### src/rtl/led_frame_sched.sv
// led_frame_sched: LED panel frame scheduler with buffer flip and shadowed driver config.
// Optional frame watchdog is built when FRAME_WATCHDOG_EN is defined.
module led_frame_sched #(
    parameter int CTRL_REG_WIDTH = 32,
    parameter int N_ROWS_MAX     = 64,
    parameter int N_COLS_MAX     = 256,
    parameter int BITDEPTH_MAX   = 8,
    parameter int LSB_BLANK_MAX  = 200,
    parameter int RST_CYCLES     = 4,
    parameter int WDOG_CYCLES    = 2**24
) (
    input  logic                      clk,
    input  logic                      ctrl_rst_n,
    input  logic                      sw_en,
    input  logic [CTRL_REG_WIDTH-1:0] sw_n_rows,
    input  logic [CTRL_REG_WIDTH-1:0] sw_n_cols,
    input  logic [CTRL_REG_WIDTH-1:0] sw_bitdepth,
    input  logic [CTRL_REG_WIDTH-1:0] sw_lsb_blank,
    input  logic [CTRL_REG_WIDTH-1:0] sw_brightness,
    input  logic                      sw_cfg_wr,
    input  logic                      sw_swap_req,
    input  logic                      disp_sync,
    output logic                      drv_en,
    output logic                      drv_rst,
    output logic [CTRL_REG_WIDTH-1:0] drv_n_rows,
    output logic [CTRL_REG_WIDTH-1:0] drv_n_cols,
    output logic [CTRL_REG_WIDTH-1:0] drv_bitdepth,
    output logic [CTRL_REG_WIDTH-1:0] drv_lsb_blank,
    output logic [CTRL_REG_WIDTH-1:0] drv_brightness,
    output logic                      drv_buffer,
    output logic                      wr_buffer,
    output logic                      swap_done,
    output logic                      cfg_done,
    output logic                      cfg_err,
    output logic                      busy,
    output logic                      wdog_err
);
    localparam int W    = CTRL_REG_WIDTH;
    localparam int RC_W = $clog2(RST_CYCLES + 1);

    localparam logic [W-1:0]    L_ONE   = W'(1);
    localparam logic [W-1:0]    L_TWO   = W'(2);
    localparam logic [W-1:0]    L_ROWS  = W'(N_ROWS_MAX);
    localparam logic [W-1:0]    L_COLS  = W'(N_COLS_MAX);
    localparam logic [W-1:0]    L_BITS  = W'(BITDEPTH_MAX);
    localparam logic [W-1:0]    L_BLANK = W'(LSB_BLANK_MAX);
    localparam logic [RC_W-1:0] RC_LAST = RC_W'(RST_CYCLES - 1);

    typedef enum logic [1:0] {
        S_OFF,
        S_DRV_RST,
        S_RUN
    } state_t;

    state_t          r_state;
    logic [RC_W-1:0] r_rst_cnt;
    logic            r_sync_q;
    logic            r_drv_en;
    logic            r_drv_rst;
    logic            r_drv_buf;
    logic            r_swap_pend;
    logic            r_cfg_pend;
    logic            r_swap_done;
    logic            r_cfg_done;
    logic            r_cfg_err;
    logic [W-1:0]    r_drv_rows;
    logic [W-1:0]    r_drv_cols;
    logic [W-1:0]    r_drv_bits;
    logic [W-1:0]    r_drv_blank;
    logic [W-1:0]    r_drv_bright;
    logic [W-1:0]    r_pend_rows;
    logic [W-1:0]    r_pend_cols;
    logic [W-1:0]    r_pend_bits;
    logic [W-1:0]    r_pend_blank;
    logic [W-1:0]    r_pend_bright;

    logic w_sync_evt;
    logic w_cfg_ok;
    logic w_cfg_apply;
    logic w_wd_hit;

    assign w_sync_evt  = disp_sync & ~r_sync_q;
    assign w_cfg_apply = (r_state == S_RUN) & w_sync_evt & r_cfg_pend;

    assign w_cfg_ok = (sw_n_rows >= L_TWO) && (sw_n_rows <= L_ROWS)
                   && !sw_n_rows[0]
                   && (sw_n_cols >= L_ONE) && (sw_n_cols <= L_COLS)
                   && (sw_bitdepth >= L_ONE) && (sw_bitdepth <= L_BITS)
                   && (sw_lsb_blank >= L_ONE) && (sw_lsb_blank <= L_BLANK)
                   && (sw_brightness < sw_lsb_blank);

    // Previous sample of the driver frame-end strobe for edge detection
    always_ff @(posedge clk or negedge ctrl_rst_n) begin
        if (!ctrl_rst_n) begin
            r_sync_q <= 1'b0;
        end else begin
            r_sync_q <= disp_sync;
        end
    end

`ifdef FRAME_WATCHDOG_EN
    localparam int WD_W = $clog2(WDOG_CYCLES + 1);
    localparam logic [WD_W-1:0] WD_LAST = WD_W'(WDOG_CYCLES - 1);

    logic [WD_W-1:0] r_wd_cnt;
    logic            r_wdog_err;

    assign w_wd_hit = (r_state == S_RUN) && !w_sync_evt && (r_wd_cnt == WD_LAST);

    // Count RUN cycles since the last frame sync; a full timeout restarts the driver
    always_ff @(posedge clk or negedge ctrl_rst_n) begin
        if (!ctrl_rst_n) begin
            r_wd_cnt   <= '0;
            r_wdog_err <= 1'b0;
        end else begin
            r_wdog_err <= w_wd_hit & sw_en;
            if (!sw_en || (r_state != S_RUN) || w_sync_evt || w_wd_hit) begin
                r_wd_cnt <= '0;
            end else begin
                r_wd_cnt <= r_wd_cnt + WD_W'(1);
            end
        end
    end

    assign wdog_err = r_wdog_err;
`else
    assign w_wd_hit = 1'b0;
    assign wdog_err = 1'b0;
`endif

    // Scheduler FSM: driver reset sequencing, pending work and shadow config
    always_ff @(posedge clk or negedge ctrl_rst_n) begin
        if (!ctrl_rst_n) begin
            r_state       <= S_OFF;
            r_rst_cnt     <= '0;
            r_drv_en      <= 1'b0;
            r_drv_rst     <= 1'b1;
            r_drv_buf     <= 1'b0;
            r_swap_pend   <= 1'b0;
            r_cfg_pend    <= 1'b0;
            r_swap_done   <= 1'b0;
            r_cfg_done    <= 1'b0;
            r_cfg_err     <= 1'b0;
            r_drv_rows    <= L_ROWS;
            r_drv_cols    <= L_COLS;
            r_drv_bits    <= L_BITS;
            r_drv_blank   <= L_BLANK;
            r_drv_bright  <= '0;
            r_pend_rows   <= '0;
            r_pend_cols   <= '0;
            r_pend_bits   <= '0;
            r_pend_blank  <= '0;
            r_pend_bright <= '0;
        end else begin
            r_swap_done <= 1'b0;
            r_cfg_done  <= 1'b0;
            r_cfg_err   <= sw_cfg_wr & ~w_cfg_ok;
            if (!sw_en) begin
                r_state     <= S_OFF;
                r_rst_cnt   <= '0;
                r_drv_en    <= 1'b0;
                r_drv_rst   <= 1'b1;
                r_swap_pend <= 1'b0;
                r_cfg_pend  <= 1'b0;
            end else begin
                unique case (r_state)
                    S_OFF: begin
                        r_state   <= S_DRV_RST;
                        r_rst_cnt <= '0;
                    end
                    S_DRV_RST: begin
                        if (r_rst_cnt == RC_LAST) begin
                            r_state   <= S_RUN;
                            r_drv_rst <= 1'b0;
                            r_drv_en  <= 1'b1;
                        end else begin
                            r_rst_cnt <= r_rst_cnt + RC_W'(1);
                        end
                    end
                    S_RUN: begin
                        if (w_sync_evt && r_swap_pend) begin
                            r_drv_buf   <= ~r_drv_buf;
                            r_swap_pend <= 1'b0;
                            r_swap_done <= 1'b1;
                        end
                        if (w_cfg_apply) begin
                            r_drv_rows   <= r_pend_rows;
                            r_drv_cols   <= r_pend_cols;
                            r_drv_bits   <= r_pend_bits;
                            r_drv_blank  <= r_pend_blank;
                            r_drv_bright <= r_pend_bright;
                            r_cfg_pend   <= 1'b0;
                            r_cfg_done   <= 1'b1;
                        end
                        if (w_cfg_apply || w_wd_hit) begin
                            r_state   <= S_DRV_RST;
                            r_rst_cnt <= '0;
                            r_drv_rst <= 1'b1;
                            r_drv_en  <= 1'b0;
                        end
                    end
                    default: begin
                        r_state   <= S_OFF;
                        r_drv_rst <= 1'b1;
                        r_drv_en  <= 1'b0;
                    end
                endcase
                // New requests win over same-edge application so none is lost
                if (sw_swap_req) begin
                    r_swap_pend <= 1'b1;
                end
                if (sw_cfg_wr && w_cfg_ok) begin
                    r_pend_rows   <= sw_n_rows;
                    r_pend_cols   <= sw_n_cols;
                    r_pend_bits   <= sw_bitdepth;
                    r_pend_blank  <= sw_lsb_blank;
                    r_pend_bright <= sw_brightness;
                    r_cfg_pend    <= 1'b1;
                end
            end
        end
    end

    assign drv_en         = r_drv_en;
    assign drv_rst        = r_drv_rst;
    assign drv_buffer     = r_drv_buf;
    assign wr_buffer      = ~r_drv_buf;
    assign drv_n_rows     = r_drv_rows;
    assign drv_n_cols     = r_drv_cols;
    assign drv_bitdepth   = r_drv_bits;
    assign drv_lsb_blank  = r_drv_blank;
    assign drv_brightness = r_drv_bright;
    assign swap_done      = r_swap_done;
    assign cfg_done       = r_cfg_done;
    assign cfg_err        = r_cfg_err;
    assign busy           = r_swap_pend | r_cfg_pend;

endmodule

### config.mk
export PLATFORM = sky130hd
export DESIGN_NAME = led_frame_sched
export DESIGN_NICKNAME = d
export VERILOG_FILES = /design/src/rtl/led_frame_sched.sv
export SDC_FILE = /design/constraint.sdc
export NUM_CORES = 1
export LEC_CHECK = 0
export ABC_AREA = 1
export CAP_MARGIN = 30
export CELL_PAD_IN_SITES_DETAIL_PLACEMENT = 2
export CELL_PAD_IN_SITES_GLOBAL_PLACEMENT = 2
export CORE_MARGIN = 2
export CORE_UTILIZATION = 29
export CTS_CLUSTER_SIZE = 16
export DETAILED_ROUTE_END_ITERATION = 10
export PLACE_DENSITY = 0.86
export SLEW_MARGIN = 20
export SYNTH_ARGS = -nofsm -noshare
export SYNTH_HDL_FRONTEND = slang
export SYNTH_SLANG_ARGS = --single-unit
### constraint.sdc
create_clock -name clk -period 1.84 [get_ports clk]
set_clock_uncertainty 0.1 [all_clocks]
set_input_delay 0.368 -clock clk [delete_from_list [all_inputs] [get_ports clk]]
set_output_delay 0.368 -clock clk [all_outputs]
set_load 0.03 [all_outputs]
* Yosys cells after proc, flatten, opt, wreduce, memory -nomap -nowiden
Cells that the tools add are included.
** Word-level totals
- Register bits :: 334
- Input port bits :: 166
- Output and inout bits :: 169
- Logic and storage cells :: 101
** Cells by class
- $add $sub $neg :: 1
- Order comparisons :: 9
- Eq/ne operators :: 12
- Muxes and demuxes :: 29
- Bitwise operators :: 8
- Reductions and logical operators :: 21
** Operators by type and width (count)
- $ge 32x1->1 const B :: 3
- $ge 32x2->1 const B :: 1
- $le 32x4->1 const B :: 1
- $le 32x7->1 const B :: 1
- $le 32x8->1 const B :: 1
- $le 32x9->1 const B :: 1
- $lt 32x32->1 :: 1
- $mux 1 :: 19
- $ne 3x1->1 const B :: 4
- $reduce_and 3->1 :: 4
- $logic_and 1x1->1 :: 11
- $mux 3 :: 3
- $ne 3x3->1 const B :: 3
- $pmux 3 s3 :: 1
- $reduce_and 2->1 :: 4
- $mux 2 :: 3
- $pmux 1 s3 :: 2
- $pmux 2 s3 :: 1
- $and 1x1->1 :: 4
- $ne 4x1->1 const B :: 1
- $add 3x1->3 const B :: 1
- $eq 3x2->1 const B :: 1
- $not 1->1 :: 3
- $eq 2x1->1 const B :: 1
- 5 further kinds :: 5

* Logic depth before layout (Yosys ltp)
- Word-level depth :: 13
- Mapped depth :: 16
- Mapped depth without buffers :: 14

* Worst setup path after synthesis
No wires, ideal clock.
- Path kind :: input port to flip-flop
- Start point :: in sw_lsb_blank[31]
- End point :: reg r_pend_bits[10]
- Setup time :: 0.112 ns
- Arrival time :: 1.895 ns
- Required time :: 1.628 ns
- Slack :: -0.267 ns
- Cell stages on the path :: 16
- Path buffers :: 2
- Path through :: inv_1 ha_1 nand2_1 nand2_1 nor2_1 nand2_1 nor2_1 nand2_1 nor2_1 nand2_1 nor2_4 nand3_2 buf_6 buf_6 nand2_1 inv_2
** Between the ends
- Longest elaborated chain between the ends :: 6
- Elaborated cells on any way between the ends :: 8
- Classes of those cells :: 3 x order compare; 5 x reduce/logical
** RTL lines
- from (decl) :: RTL line 18 : input logic [CTRL_REG_WIDTH-1:0] sw_lsb_blank,
- $ge 32x1->1 :: RTL line 89 : && (sw_lsb_blank >= L_ONE) && (sw_lsb_blank <= L_BLANK)
- $logic_and 1x1->1 (2 in a row) :: RTL line 89
- $logic_and 1x1->1 (*) :: RTL line 90 : && (sw_brightness < sw_lsb_blank);
- $logic_and 1x1->1 (*) :: RTL line 212 : if (sw_cfg_wr && w_cfg_ok) begin
- $reduce_and 2->1 (no source line) (*)
- to (signal assigned) :: RTL line 215 : r_pend_bits <= sw_bitdepth;
- to (decl) :: RTL line 73 : logic [W-1:0] r_pend_bits;
Mark *: on every way between the ends. The rest lies on a longest branch, timed or not.
A chain may end at the register's enable or synchronous reset.

* Final worst setup path
- Start point :: in sw_n_rows[28]
- End point :: reg r_pend_bright[20]
** Between the ends
- Longest elaborated chain between the ends :: 12
- Elaborated cells on any way between the ends :: 13
- Classes of those cells :: 2 x order compare; 11 x reduce/logical
** RTL lines
- from (decl) :: RTL line 15 : input logic [CTRL_REG_WIDTH-1:0] sw_n_rows,
- $ge 32x2->1 or $le 32x7->1 (tied branches) :: RTL line 85 : assign w_cfg_ok = (sw_n_rows >= L_TWO) && (sw_n_rows <= L_ROWS)
- $logic_and 1x1->1 (*) :: RTL line 85
- $logic_and 1x1->1 (*) :: RTL line 86 : && !sw_n_rows[0]
- $logic_and 1x1->1 (*) (2 in a row) :: RTL line 87 : && (sw_n_cols >= L_ONE) && (sw_n_cols <= L_COLS)
- $logic_and 1x1->1 (*) (2 in a row) :: RTL line 88 : && (sw_bitdepth >= L_ONE) && (sw_bitdepth <= L_BITS)
- $logic_and 1x1->1 (*) (2 in a row) :: RTL line 89
- $logic_and 1x1->1 (*) :: RTL line 90
- $logic_and 1x1->1 (*) :: RTL line 212
- $reduce_and 2->1 (no source line) (*)
- to (signal assigned) :: RTL line 217 : r_pend_bright <= sw_brightness;
- to (decl) :: RTL line 75 : logic [W-1:0] r_pend_bright;
Marked as above.

==> out/qor.yml <==
timing.final.crit_share: 1.15
power_density_nw_per_um2: 751
synth_cells: 1608
synth.largest_area_cell: "sky130_fd_sc_hd__dfrtp_1"
fillers: 4944
via_count_of_the_first_global_routing_pass: 15200
detail_route.iter0.violations: 639
grt_antenna_before_repair: 19
crit_path_cell_trace: "dlygate4sd2_1 > nor2_2 > nand2_2 > nor2_4 > nand2_4 > nor2_4 > nand2_2 > nor2_4 > nand2_2 > nor2_4 > nand3_4 > buf_12 > buf_12 > buf_12 > buf_16 > nand2_4 > nand2_2"
core_region_area_um2: 46800
grt_start_max_net_pins: 83
rows: 79
syn-mean-instance-area_um2: 8.58
grt_util_met3: 0.0632
finalNetCount: 2247
clock_tree.htree_level_count: 2
p_total_mw: 16.2
synthDistinctLibCells: 28
die-height_um: 222
asyncSetResetFlopFracSynth: 1.00
result_of_the_run: "finished, violations left"
place.gp.congestion: 0.837
required_ps: 2170
report.final.setup_viol: 161
timing_hold_violations_final: 0
detail_route.first_pass.iterations: 5
end_kind: "flop"
violations: "negative setup slack"
final-max-slew-violation-count: 0
clock_sink_count: 334
timing.critical_path.slowest_stage_cell: "sky130_fd_sc_hd__dlygate4sd2_1"
final_sum_of_negative_setup_slack_ps: -21550
non_filler_cells_in_the_finished_layout: 2694
synth.most_common_cell: "sky130_fd_sc_hd__nand2_1"
yosysSeqAreaShare: 0.606
grt_util_all_layers: 0.248
routedWlPerCell_um: 23.4
total_leakage_power_nw: 11.9
synth.yosys.warnings: 0
globalRouteMet2Util: 0.463
cts_tree: "built"
clock_tree.buffer_depth: 3
tritoncts.num_buffers: 38
fmax_mhz: 474
io_pins: 335
cell_area_placed_um2: 18700
synth_seq_cells: 334
dp_cells: 2578
detailedPlace.worstSlack_ps: -1240
drv_cap: 0
post_synth_instance_area_um2: 13800
grt_pass1_wl_um: 93100
final_critical_path_setup_slack_ps: -269
remaining_drc_errors: 0
top_usage_layer: "met2"
ys_top_cells_by_count: "786 x sky130_fd_sc_hd__nand2_1, 327 x sky130_fd_sc_hd__dfrtp_1, 97 x sky130_fd_sc_hd__nor2_1"
wirelength_um: 63200
place.port_buffers: 333
initial_core_utilization: 0.295
dominantRegCellSynth: "sky130_fd_sc_hd__dfrtp_1"
overflow: 0
ctsRootBufferMaster: "sky130_fd_sc_hd__clkbuf_16"
final_core_util: 0.463
ant_nets: 0
grt_setup_unrepaired: "yes"
synth_to_final_area_change_pct: 56.7
final.min_clock_period_ps: 2110
dp.final_hpwl_um: 37400
insertion_delay_ps: 550
synth_enable_flop_cells: 0
synthesized_netlist_net_count: 1807
path_clk_slew_ps: 60
peakVddDrop_mv: 0.575
holdWs_ps: 2.12
die_outline_area_um2: 49400
crit_arrival_ps: 2430
synth.top_cells.by_area: "sky130_fd_sc_hd__dfrtp_1 59%, sky130_fd_sc_hd__nand2_1 21%, sky130_fd_sc_hd__nand4_1 3.0%"
post_route_cell_area_um2: 21600
timing.setup.critical_path_class: "input pin to flop"
hold_class: "input pin to flop"
crit_fanout: 7
critical-path-max-stage-delay_ps: 250
die_w_um: 222
grt_use_met1: 0.271
startpoint_type_of_the_worst_setup_path: "input pin"
post_drt_via_cell_ratio: 4.83
layout-drive-gt1-share: 0.307
routed-via-count: 13000
post-synth-top-area-fraction: 0.593
## worst paths after layout
| path | startpoint | endpoint | slack (ps) | cells after the start |
|---|---|---|---|---|
| max in group asynchronous | ctrl_rst_n | r_pend_rows[27]$_DFFE_PN0P_ | 640 | 4 |
| max | sw_n_rows[28] | r_pend_bright[20]$_DFFE_PN0P_ | -270 | 17 |
| min | sw_n_cols[0] | r_pend_cols[0]$_DFFE_PN0P_ | 2 | 3 |
| min in group asynchronous | ctrl_rst_n | r_pend_blank[28]$_DFFE_PN0P_ | 220 | 2 |
| min reg2reg | r_pend_cols[28]$_DFFE_PN0P_ | r_pend_cols[28]$_DFFE_PN0P_ | 370 | 2 |
| max reg2reg | r_state[0]$_DFFE_PN0P_ | drv_brightness[14]$_DFFE_PN0P_ | 90 | 8 |
## cells in the final DEF, fill, tap and decap left out, types with 8 or more instances in the layout
cell type                           n
sky130_fd_sc_hd__nand2_2           52
sky130_fd_sc_hd__clkdlybuf4s15_2   26
sky130_fd_sc_hd__ha_4              24
sky130_fd_sc_hd__inv_2            111
sky130_fd_sc_hd__buf_6              8
sky130_fd_sc_hd__clkbuf_16         46
sky130_fd_sc_hd__clkdlybuf4s15_1   76
sky130_fd_sc_hd__nand4_1           67
sky130_fd_sc_hd__clkbuf_2          32
sky130_fd_sc_hd__buf_12            23
sky130_fd_sc_hd__o21ai_0           11
sky130_fd_sc_hd__inv_1             46
sky130_fd_sc_hd__nor2_2            23
sky130_fd_sc_hd__diode_2           11
sky130_fd_sc_hd__dlygate4sd2_1    153
sky130_fd_sc_hd__nor2_1            68
sky130_fd_sc_hd__nand2_4          103
sky130_fd_sc_hd__a21oi_1            9
sky130_fd_sc_hd__buf_2             25
sky130_fd_sc_hd__dfrtp_1          327
sky130_fd_sc_hd__ha_1               8
sky130_fd_sc_hd__clkbuf_1          16
sky130_fd_sc_hd__nand2_1          631
sky130_fd_sc_hd__buf_16            20
sky130_fd_sc_hd__clkbuf_8           8
sky130_fd_sc_hd__buf_4             90
## registers in the layout, summed over array words and instances (netlist names), 2 cells and up
register	count
drv_bitdepth	32
drv_brightness	32
drv_lsb_blank	32
drv_n_cols	32
drv_n_rows	32
r_pend_bits	32
r_pend_blank	32
r_pend_bright	32
r_pend_cols	32
r_pend_rows	32
r_rst_cnt	3
r_state	2
## layer usage
layer  up-vias  wire length, µm
met5         -               97
li1       5783                -
met2       414            34000
met4        14             2070
met1      6675            23200
met3       131             3750
## critical path: cells and delay by family
kind	cells	cell delay (ps)
buffers and inverters	5	790
AND/OR/NAND/NOR	12	1260
## final cells by class
type | instances | area [µm²] | share of cell area
Multi-Input combinational cell | 1041 | 5890 | 0.272
Inverter | 163 | 632 | 0.0292
Timing Repair Buffer | 470 | 4720 | 0.218
Tap cell | 607 | 759 | 0.0351
Sequential cell | 334 | 8370 | 0.387
Antenna cell | 11 | 27.5 | 0.00127
Clock inverter | 3 | 40.0 | 0.00185
Clock buffer | 65 | 1200 | 0.0553
## report_power, final
group	switching (mW)	leakage [nW]	internal (mW)
clock network	3.15	0.604	4.55
logic	0.641	6.64	0.531
registers	0.0127	4.63	7.36
total	3.81	11.9	12.4
## cell families after synthesis
kind of cell    after synthesis  synth area share
other cells                   1          0.000272
xor+xnor                      1          0.000635
compound gates               30            0.0112
flops                       334             0.606
buf+inv                     233            0.0700
simple gates                976             0.282
fa+ha+maj                    33            0.0299
## timing repair
item / CTS / global route
endpoints found under the setup margin: 325 / 254
endpoints found under the hold margin: 176 / 2
gates resized for setup: 822 / 225
buffers inserted: 18 / 2
pin swaps: 122 / 43
gates cloned: 14 / 5
hold buffers: 1 / 2
No activity file was read; power rests on OpenSTA's default activity.
